**src/rtl/sample_front_end_if.sv**
```systemverilog
// ---------------------------------------------------------------------------
// sample_front_end_if
//   Bundles the sample-side signals of sample_front_end: the raw sample
//   source (asynchronous fs_in, valid_in, u_in, d_in) and the captured,
//   clk-domain results that feed LMS_filter.
//
//   Parameters : W      sample word width
//                CNT_W  period counter width (present only with
//                       SFE_PERIOD_OUT_EN defined)
//   Signals    : fs_in       sample clock, async to clk, both edges count
//                valid_in    source valid, sampled with the data
//                u_in/d_in   reference / primary sample words
//                u_out/d_out captured sample words
//                sample_stb  one-cycle new-sample pulse
//                valid_out   locked and source-valid qualifier
//                mode_out    locked rate, 0 slow / 1 fast
//                per_out     last measured period (SFE_PERIOD_OUT_EN only)
//   Modports   : master  sample source / consumer side
//                slave   sample_front_end side
// ---------------------------------------------------------------------------
interface sample_front_end_if #(
    parameter int W = 16
`ifdef SFE_PERIOD_OUT_EN
    , parameter int CNT_W = 13
`endif
);
    logic         fs_in;
    logic         valid_in;
    logic [W-1:0] u_in;
    logic [W-1:0] d_in;
    logic [W-1:0] u_out;
    logic [W-1:0] d_out;
    logic         sample_stb;
    logic         valid_out;
    logic         mode_out;
`ifdef SFE_PERIOD_OUT_EN
    logic [CNT_W-1:0] per_out;

    modport master (
        output fs_in, valid_in, u_in, d_in,
        input  u_out, d_out, sample_stb, valid_out, mode_out, per_out
    );
    modport slave (
        input  fs_in, valid_in, u_in, d_in,
        output u_out, d_out, sample_stb, valid_out, mode_out, per_out
    );
`else
    modport master (
        output fs_in, valid_in, u_in, d_in,
        input  u_out, d_out, sample_stb, valid_out, mode_out
    );
    modport slave (
        input  fs_in, valid_in, u_in, d_in,
        output u_out, d_out, sample_stb, valid_out, mode_out
    );
`endif
endinterface

```
**src/rtl/sample_front_end.sv**
```systemverilog
// ---------------------------------------------------------------------------
// sample_front_end
//   Upstream stage of LMS_filter. Synchronizes the asynchronous sample clock
//   fs_in into clk, treats every fs_in edge as a new sample, captures the
//   u/d words with a one-cycle strobe, measures the edge-to-edge period to
//   classify the rate and qualifies the samples with a lock/timeout FSM.
//
//   Ports : clk   system clock
//           nrst  asynchronous reset, active low
//           sif   sample_front_end_if.slave (fs_in, valid_in, u_in, d_in in;
//                 u_out, d_out, sample_stb, valid_out, mode_out out)
//
//   Optional: define SFE_PERIOD_OUT_EN to add sif.per_out, the period latched
//   with the most recent sample_stb (rate diagnostics).
//
//   state | meaning
//   ------+-------------------------------------------------------------
//   IDLE  | after reset; first edge has no valid period, no strobe
//   ACQ   | classifying periods, counting agreeing classifications
//   LOCK  | rate locked, valid_out follows the source valid
//   LOST  | no edge for TIMEOUT cycles; next edge restarts acquisition
// ---------------------------------------------------------------------------
module sample_front_end #(
    parameter int W       = 16,
    parameter int CNT_W   = 13,
    parameter int THRESH  = 2175,
    parameter int TIMEOUT = 4096,
    parameter int LOCK_N  = 4
) (
    input  logic               clk,
    input  logic               nrst,
    sample_front_end_if.slave  sif
);

    localparam int               AGR_W     = $clog2(LOCK_N + 1);
    localparam logic [CNT_W-1:0] THRESH_C  = CNT_W'(THRESH);
    localparam logic [CNT_W-1:0] TIMEOUT_C = CNT_W'(TIMEOUT);
    localparam logic [AGR_W-1:0] LOCK_N_C  = AGR_W'(LOCK_N);

    typedef enum logic [1:0] {
        IDLE = 2'd0,
        ACQ  = 2'd1,
        LOCK = 2'd2,
        LOST = 2'd3
    } state_t;

    logic             fs_s1_q, fs_s2_q, fs_s3_q;
    logic             fs_edge;
    logic [CNT_W-1:0] cnt_q, cnt_d;
    logic             cls;
    logic             timeout;
    state_t           state_q, state_d;
    logic             cand_q, cand_d;
    logic [AGR_W-1:0] agree_q, agree_d;
    logic             mode_q, mode_d;
    logic             stb_q, stb_d;
    logic             valid_q, valid_d;
    logic [W-1:0]     u_q, d_q;
`ifdef SFE_PERIOD_OUT_EN
    logic [CNT_W-1:0] per_q;
`endif

    assign fs_edge = fs_s2_q ^ fs_s3_q;
    // The counter value at the edge cycle is the period just ended.
    assign cls     = (cnt_q < THRESH_C);
    assign timeout = (cnt_q == TIMEOUT_C);

    always_comb begin
        cnt_d = cnt_q;
        if (fs_edge) begin
            cnt_d = CNT_W'(1);
        end else if (cnt_q != TIMEOUT_C) begin
            cnt_d = cnt_q + 1'b1;
        end
    end

    always_comb begin
        state_d = state_q;
        cand_d  = cand_q;
        agree_d = agree_q;
        mode_d  = mode_q;
        stb_d   = 1'b0;
        case (state_q)
            IDLE: begin
                if (fs_edge) begin
                    state_d = ACQ;
                    agree_d = '0;
                end
            end
            ACQ: begin
                if (fs_edge) begin
                    stb_d = 1'b1;
                    if (cls == cand_q) begin
                        agree_d = agree_q + 1'b1;
                    end else begin
                        cand_d  = cls;
                        agree_d = AGR_W'(1);
                    end
                    if (agree_d == LOCK_N_C) begin
                        mode_d  = cand_d;
                        state_d = LOCK;
                    end
                end else if (timeout) begin
                    state_d = LOST;
                end
            end
            LOCK: begin
                if (fs_edge) begin
                    stb_d = 1'b1;
                    // mode_out keeps the old rate until a relock.
                    if (cls != mode_q) begin
                        state_d = ACQ;
                        cand_d  = cls;
                        agree_d = AGR_W'(1);
                    end
                end else if (timeout) begin
                    state_d = LOST;
                end
            end
            LOST: begin
                // The saturated period of this edge is not classified.
                if (fs_edge) begin
                    stb_d   = 1'b1;
                    state_d = ACQ;
                    agree_d = '0;
                end
            end
            default: begin
                state_d = IDLE;
            end
        endcase
    end

    // valid_out drops on the very edge the FSM leaves LOCK, otherwise it only
    // moves together with the strobe.
    always_comb begin
        valid_d = valid_q;
        if (state_d != LOCK) begin
            valid_d = 1'b0;
        end else if (stb_d) begin
            valid_d = sif.valid_in;
        end
    end

    always_ff @(posedge clk or negedge nrst) begin
        if (!nrst) begin
            fs_s1_q <= 1'b0;
            fs_s2_q <= 1'b0;
            fs_s3_q <= 1'b0;
            cnt_q   <= '0;
            state_q <= IDLE;
            cand_q  <= 1'b0;
            agree_q <= '0;
            mode_q  <= 1'b0;
            stb_q   <= 1'b0;
            valid_q <= 1'b0;
            u_q     <= '0;
            d_q     <= '0;
`ifdef SFE_PERIOD_OUT_EN
            per_q   <= '0;
`endif
        end else begin
            fs_s1_q <= sif.fs_in;
            fs_s2_q <= fs_s1_q;
            fs_s3_q <= fs_s2_q;
            cnt_q   <= cnt_d;
            state_q <= state_d;
            cand_q  <= cand_d;
            agree_q <= agree_d;
            mode_q  <= mode_d;
            stb_q   <= stb_d;
            valid_q <= valid_d;
            if (stb_d) begin
                u_q <= sif.u_in;
                d_q <= sif.d_in;
`ifdef SFE_PERIOD_OUT_EN
                per_q <= cnt_q;
`endif
            end
        end
    end

    assign sif.u_out      = u_q;
    assign sif.d_out      = d_q;
    assign sif.sample_stb = stb_q;
    assign sif.valid_out  = valid_q;
    assign sif.mode_out   = mode_q;
`ifdef SFE_PERIOD_OUT_EN
    assign sif.per_out    = per_q;
`endif

endmodule

```
**src/flat_wrapper.sv**
```systemverilog
// flat-port wrapper written by rule: the top's interface ports become plain ports
module sample_front_end_flat 
#(
    parameter int W       = 16,
    parameter int CNT_W   = 13,
    parameter int THRESH  = 2175,
    parameter int TIMEOUT = 4096,
    parameter int LOCK_N  = 4
)
  (clk, nrst, sif_fs_in, sif_valid_in, sif_u_in, sif_d_in, sif_u_out, sif_d_out, sif_sample_stb, sif_valid_out, sif_mode_out);
  sample_front_end_if #(.W(W)) sif_i ();
  input  logic clk;
  input  logic nrst;
  input wire logic [$bits(sif_i.fs_in)-1:0] sif_fs_in;
  input wire logic [$bits(sif_i.valid_in)-1:0] sif_valid_in;
  input wire logic [$bits(sif_i.u_in)-1:0] sif_u_in;
  input wire logic [$bits(sif_i.d_in)-1:0] sif_d_in;
  output wire logic [$bits(sif_i.u_out)-1:0] sif_u_out;
  output wire logic [$bits(sif_i.d_out)-1:0] sif_d_out;
  output wire logic [$bits(sif_i.sample_stb)-1:0] sif_sample_stb;
  output wire logic [$bits(sif_i.valid_out)-1:0] sif_valid_out;
  output wire logic [$bits(sif_i.mode_out)-1:0] sif_mode_out;
  assign sif_i.fs_in = sif_fs_in;
  assign sif_i.valid_in = sif_valid_in;
  assign sif_i.u_in = sif_u_in;
  assign sif_i.d_in = sif_d_in;
  assign sif_u_out = sif_i.u_out;
  assign sif_d_out = sif_i.d_out;
  assign sif_sample_stb = sif_i.sample_stb;
  assign sif_valid_out = sif_i.valid_out;
  assign sif_mode_out = sif_i.mode_out;
  sample_front_end #(.W(W), .CNT_W(CNT_W), .THRESH(THRESH), .TIMEOUT(TIMEOUT), .LOCK_N(LOCK_N)) u_core (.clk(clk), .nrst(nrst), .sif(sif_i));
endmodule
```
**config.mk**
```make
export PLATFORM = sky130hd
export DESIGN_NAME = sample_front_end_flat
export DESIGN_NICKNAME = d
export VERILOG_FILES = /design/src/rtl/sample_front_end_if.sv /design/src/rtl/sample_front_end.sv /design/src/flat_wrapper.sv
export SDC_FILE = /design/constraint.sdc
export NUM_CORES = 1
export LEC_CHECK = 0
export ABC_AREA = 0
export CORE_ASPECT_RATIO = 0.6
export CORE_MARGIN = 4
export CORE_UTILIZATION = 43
export CTS_CLUSTER_SIZE = 40
export DETAILED_ROUTE_END_ITERATION = 10
export HOLD_SLACK_MARGIN = 0.1
export MAX_ROUTING_LAYER = met4
export PLACE_DENSITY = 0.75
export SLEW_MARGIN = 20
export SYNTH_ARGS = -nofsm -noshare
export SYNTH_HDL_FRONTEND = slang
export SYNTH_SLANG_ARGS = --single-unit
```
**constraint.sdc**
```tcl
create_clock -name clk -period 2.6 [get_ports clk]
set_clock_uncertainty 0.1 [all_clocks]
set_input_delay 0.39 -clock clk [delete_from_list [all_inputs] [get_ports clk]]
set_output_delay 0.39 -clock clk [all_outputs]
set_load 0.05 [all_outputs]
```
# Word level (Yosys, flattened, before mapping)

Cells that the tools add are included.

Bitwise logic cells: 1
Order comparisons: 1
Add/sub/neg operators: 2
Reduce and logical (&&, ||, !) cells: 9
Multiplexer cells: 26
Eq/ne operators: 13

Operators by type and width:

| kind                                                                           | number |
|---|---|
| 13-bit two-way mux                                                             | 2 |
| 3-bit two-way mux                                                              | 7 |
| 13-bit by 1-bit adder with 13-bit output, second input constant                | 1 |
| 13-bit == test, second input constant                                          | 1 |
| 13-bit by 12-bit less-than comparator with 1-bit output, second input constant | 1 |
| 13-bit != test, second input constant                                          | 1 |
| 2-bit two-way mux                                                              | 6 |
| 3-bit one-hot mux with 3 select lines                                          | 1 |
| 1-bit two-way mux                                                              | 8 |
| 2-bit by 1-bit != test with 1-bit output, second input constant                | 4 |
| 4-bit AND reduction                                                            | 2 |
| 2-bit one-hot mux with 3 select lines                                          | 1 |
| 2-bit nonzero test                                                             | 3 |
| 2-bit == test, second input constant                                           | 2 |
| 3-bit by 1-bit adder with 3-bit output, second input constant                  | 1 |
| 3-bit == test, second input constant                                           | 1 |
| 3-bit AND reduction                                                            | 1 |
| 3-bit OR reduction                                                             | 1 |
| 2-bit by 1-bit == test with 1-bit output, second input constant                | 1 |
| 2-bit zero test                                                                | 1 |
| 2-bit != test, second input constant                                           | 1 |
| 1-bit one-hot mux with 2 select lines                                          | 1 |
| 2-bit OR reduction                                                             | 1 |
| 1-bit == test                                                                  | 1 |
| other kinds (2)                                                                | 2 |

Output and inout bits: 35
Flip-flop bits (word level): 57
Logic and storage cells: 64
Bits of input ports: 36

# Longest topological paths before layout

Depth in word-level cells: 11
Depth in mapped cells: 11
Mapped depth without buffers: 10

# Worst setup path before layout

No wires, ideal clock.

Path kind: flip-flop to flip-flop
Start: register u_core.cnt_q[9]
End: register u_core.valid_q (netlist: u_core.sif.valid_out)
Setup slack: -182 ps
Data arrival time: 2588 ps
Setup time: 94 ps
Clock period less this slack: 2782 ps
Cell stages (with the launch flop): 11
Path buffers: 0
Cell sequence: dfrtp_1 or4_4 or2_1 o22a_1 inv_1 ha_1 nand3b_1 nor4_1 a21oi_1 or2_2 a211oi_1

Cells in the longest elaborated chain, start to end: 11

RTL lines:

| what                                                           | RTL line                | source |
|---|---|---|
| from (decl)                                                    | sample_front_end.sv:49  | `logic [CNT_W-1:0] cnt_q, cnt_d;` |
| from (signal assigned)                                         | sample_front_end.sv:166 | `cnt_q <= cnt_d;` |
| 13-bit by 12-bit less-than comparator with 1-bit output        | sample_front_end.sv:65  | `assign cls = (cnt_q < THRESH_C);` |
| 1-bit == test                                                  | sample_front_end.sv:93  | `if (cls == cand_q) begin` |
| 3-bit two-way mux                                              | sample_front_end.sv:93  |  |
| 3-bit two-way mux                                              | sample_front_end.sv:91  | `if (fs_edge) begin` |
| 3-bit two-way mux                                              | sample_front_end.sv:83  | `case (state_q)` |
| 3-bit == test                                                  | sample_front_end.sv:99  | `if (agree_d == LOCK_N_C) begin` |
| 2-bit two-way mux                                              | sample_front_end.sv:99  |  |
| 2-bit two-way mux                                              | sample_front_end.sv:91  |  |
| 2-bit one-hot mux with 3 select lines (*)                      | sample_front_end.sv:83  |  |
| 2-bit != test (*)                                              | sample_front_end.sv:138 | `if (state_d != LOCK) begin` |
| 1-bit two-way mux / 2-bit nonzero test (equally long branches) | --                      |  |
| to (signal assigned)                                           | sample_front_end.sv:172 | `valid_q <= valid_d;` |
| to (decl)                                                      | sample_front_end.sv:57  | `logic valid_q, valid_d;` |

Every way passes the cells marked *; elsewhere a longest branch is shown, timed or not. The select of a mux whose other input is x is not followed.
A chain may end at the register's enable or synchronous reset.

# Worst setup path in the final report

Start: register u_core.cnt_q[8]
End: register u_core.valid_q (netlist: u_core.sif.valid_out)

Same word-level chain as after synthesis.

==> reports/metrics.yaml <==
outcome: "finished, final reports clean"
final_area_sq_mm: 0.00379
synth_seq_cells: 57
relSlewSlack: 0.536
start_util: 0.456
ios: 71
timing.rr.start: "u_core.cnt_q[8]"
hp-class: "reg2reg"
rsz0062_at_grt: "yes"
port_buffers: 70
syn_inst: 216
synth_top_area_frac: 0.549
syn_area_per_cell_sq_um: 12.0
vdd_drop_max_v: 0.000789
hold_viol_final: 0
synth-edff-count: 0
path_buf_inv: 1
synth_area_sq_mm: 0.00260
die_x_microns: 108
ant_nets: 0
swShare: 0.436
arrival_ns: 2.76
cts_root_buffer: "clkbuf_8"
grt_pass1_wl_mm: 10.3
cp_max_fo: 3
critical_path_class: "reg2reg"
clkPwrFrac: 0.186
combPwrFrac: 0.509
crit_required_ns: 2.76
design.core.area_sq_mm: 0.00570
crit_start: "u_core.cnt_q[8]"
gp_congestion: 0.844
end_kind: "flop"
diodes: 0
antenna_found_initial: 0
hold_start: "u_core.fs_s1_q"
dr.pass1.iters: 4
rows: 21
fin_cells: 397
nets: 357
path_cells: "or4_4, or2_1, o22a_1, inv_2, ha_4, nand3b_1, nor4_4, a21oi_2, or2_4, a211oi_2"
first_global_vias: 2135
cts_tree: "built"
synth-async-reset-ratio: 1.00
whs_path_depth: 0
hpwlAfterDp_mm: 4.50
clockBufferDepth: 2
netSwitchingPower_mw: 1.96
via_count: 2037
power.density_mw_per_mm2: 1190
p_seq_frac: 0.305
clk_latency_ns: 0.34
ys_seq_area_frac: 0.549
fill_cells: 441
htreeDepth: 3
timing.final.crit_share: 0.999
place_area_sq_mm: 0.00350
chipHeight_microns: 68.2
numCtsBuffers: 9
fmax_mhz: 385
routedWlPerCell_microns: 15.5
p_int_mw: 2.54
power_mw: 4.50
dp.cells: 372
via_per_inst: 5.13
layout-drive-gt1-share: 0.265
first_iter_violations: 60
tightest_slew_ns: 0.694
drc: 0
r2r_cells: 10
clkSinkCount: 57
wl_mm: 6.15
syn_nets: 261
maxSlewViolCount: 0
post-route-util: 0.665
grtUsageTotal: 0.191
die_area_sq_mm: 0.00739
synth.distinct_cells: 39
seq_area_sq_mm: 0.00143
cpMaxStageDelayCell: "or4_4"
cp.depth: 10
worst_setup_path_start_kind: "flop"
pre_cts_ws_ns: -0.0648
clkTransAtPathRegs_ns: 0.07
leakage_nw: 1.62
overflow: 0
ys.flop_type: "dfrtp_1"
synth_top_cell_by_area: "dfrtp_1"
crit_path_max_incr_delay_ns: 0.54
yosys_warnings: 0
setup_viol: 0
multi_input_area_sq_mm: 0.00117
setup_slack_ns: 0.00139
synth_area_leaders: "dfrtp_1, mux2_2, ha_1"
critPathTopFamily: "simple AND/OR/NAND/NOR gates"
area_delta_synth_final_pct: 45.9
grt_max_degree: 34
min_period_ns: 2.60
max_cap_viol_count: 0
power groups by stage:
| stage | clock network [mW] | registers [mW] | logic [mW] |
|---|---|---|---|
| global route | 0.908 | 1.42 | 2.42 |
| detailed placement | 0 | 1.39 | 2.28 |
| finish | 0.837 | 1.37 | 2.29 |
| CTS | 0.866 | 1.38 | 2.30 |
| global placement | 0 | 1.37 | 2.25 |
| floorplan | 0 | 2.29 | 0.584 |
layer usage:
metal	up-vias	global-route usage	share of wire	wire length, microns
met2	85	0.269	0.44	2690
met5	-	-	0	0
li1	964	-	-	-
met1	984	0.241	0.45	2760
met4	0	0.0598	0.0044	27
met3	4	0.0952	0.11	674
synthesized netlist by cell type (3+ instances only):
library cell,count
o21ai_0,10
mux2_2,33
a21oi_1,6
nand3b_1,4
clkbuf_1,8
dfrtp_1,57
nand3_1,9
nand2_1,9
ha_1,9
or3_1,3
xor2_1,8
xnor2_1,5
nor2_1,18
inv_1,6
path summary, 6_finish.rpt:
path,endpoint,slack (ns)
max,u_core.sif.valid_out,0.001
min,u_core.fs_s2_q,0.24
max reg2reg,u_core.sif.valid_out,0.001
min reg2reg,u_core.fs_s2_q,0.24
max in group asynchronous,u_core.cand_q,1.28
min in group asynchronous,u_core.sif.u_out[13],0.44
flip-flops by register name, summed over array words and instances (netlist names), 2 cells and up:
signal / flops
u_core.agree_q: 3
u_core.cnt_q: 13
u_core.sif.d_out: 16
u_core.sif.u_out: 16
u_core.state_q: 2
logic make-up (layout without fill, tap and decap cells):
group / Yosys count / in the layout / synth area share
xor gates and xnor gates: 13 / 13 / 0.0438
muxes: 35 / 35 / 0.153
and+or+nand+nor: 59 / 59 / 0.121
AOI/OAI and AO/OA: 29 / 29 / 0.0703
adders and majority gates: 9 / 9 / 0.0433
DFF: 57 / 57 / 0.549
buffers and inverters: 14 / 115 / 0.0202
metrics by stage:
step | hold slack, ns | setup TNS, ns
finish | 0.245 | 0
global route | 0.249 | -0.300
CTS | 0.247 | 0
detailed placement | 0.239 | -0.0648
global placement | 0.242 | 0
floorplan | -0.00559 | 0
timing repair:
item | 4_1_cts | 5_1_grt
setup endpoints to repair | 1 | 4
buffers inserted | 6 | 2
hold buffers | 1 | 0
hold endpoints to repair | 22 | 0
gates resized for setup | 2 | 2
pin swaps | 7 | 0
placed cells by master (no fill, tap or decap), types with 2 or more instances in the layout:
cell,netlist,routed
dfrtp_1,57,57
inv_1,6,5
o21a_1,2,2
clkinvlp_4,0,3
nand4b_1,2,2
xnor2_1,5,5
nor2_1,18,17
buf_4,0,22
o21ai_0,10,9
nand3b_1,4,4
mux2_2,33,33
or3_1,3,3
nor4b_1,2,2
nand2_1,9,8
a21oi_1,6,5
ha_1,9,8
clkdlybuf4s50_1,0,69
and4_1,2,2
xor2_1,8,8
clkbuf_8,0,10
nand3_1,9,9
and3_1,2,2
layout make-up:
class,instances,share of cell area
clock buffers,10,0.0363
clock inverters,6,0.0175
inverters,6,0.00594
multi-input cells,145,0.308
flip-flops and latches,57,0.376
well taps,80,0.0264
repair buffers,93,0.230
No activity file was read; power rests on OpenSTA's default activity.
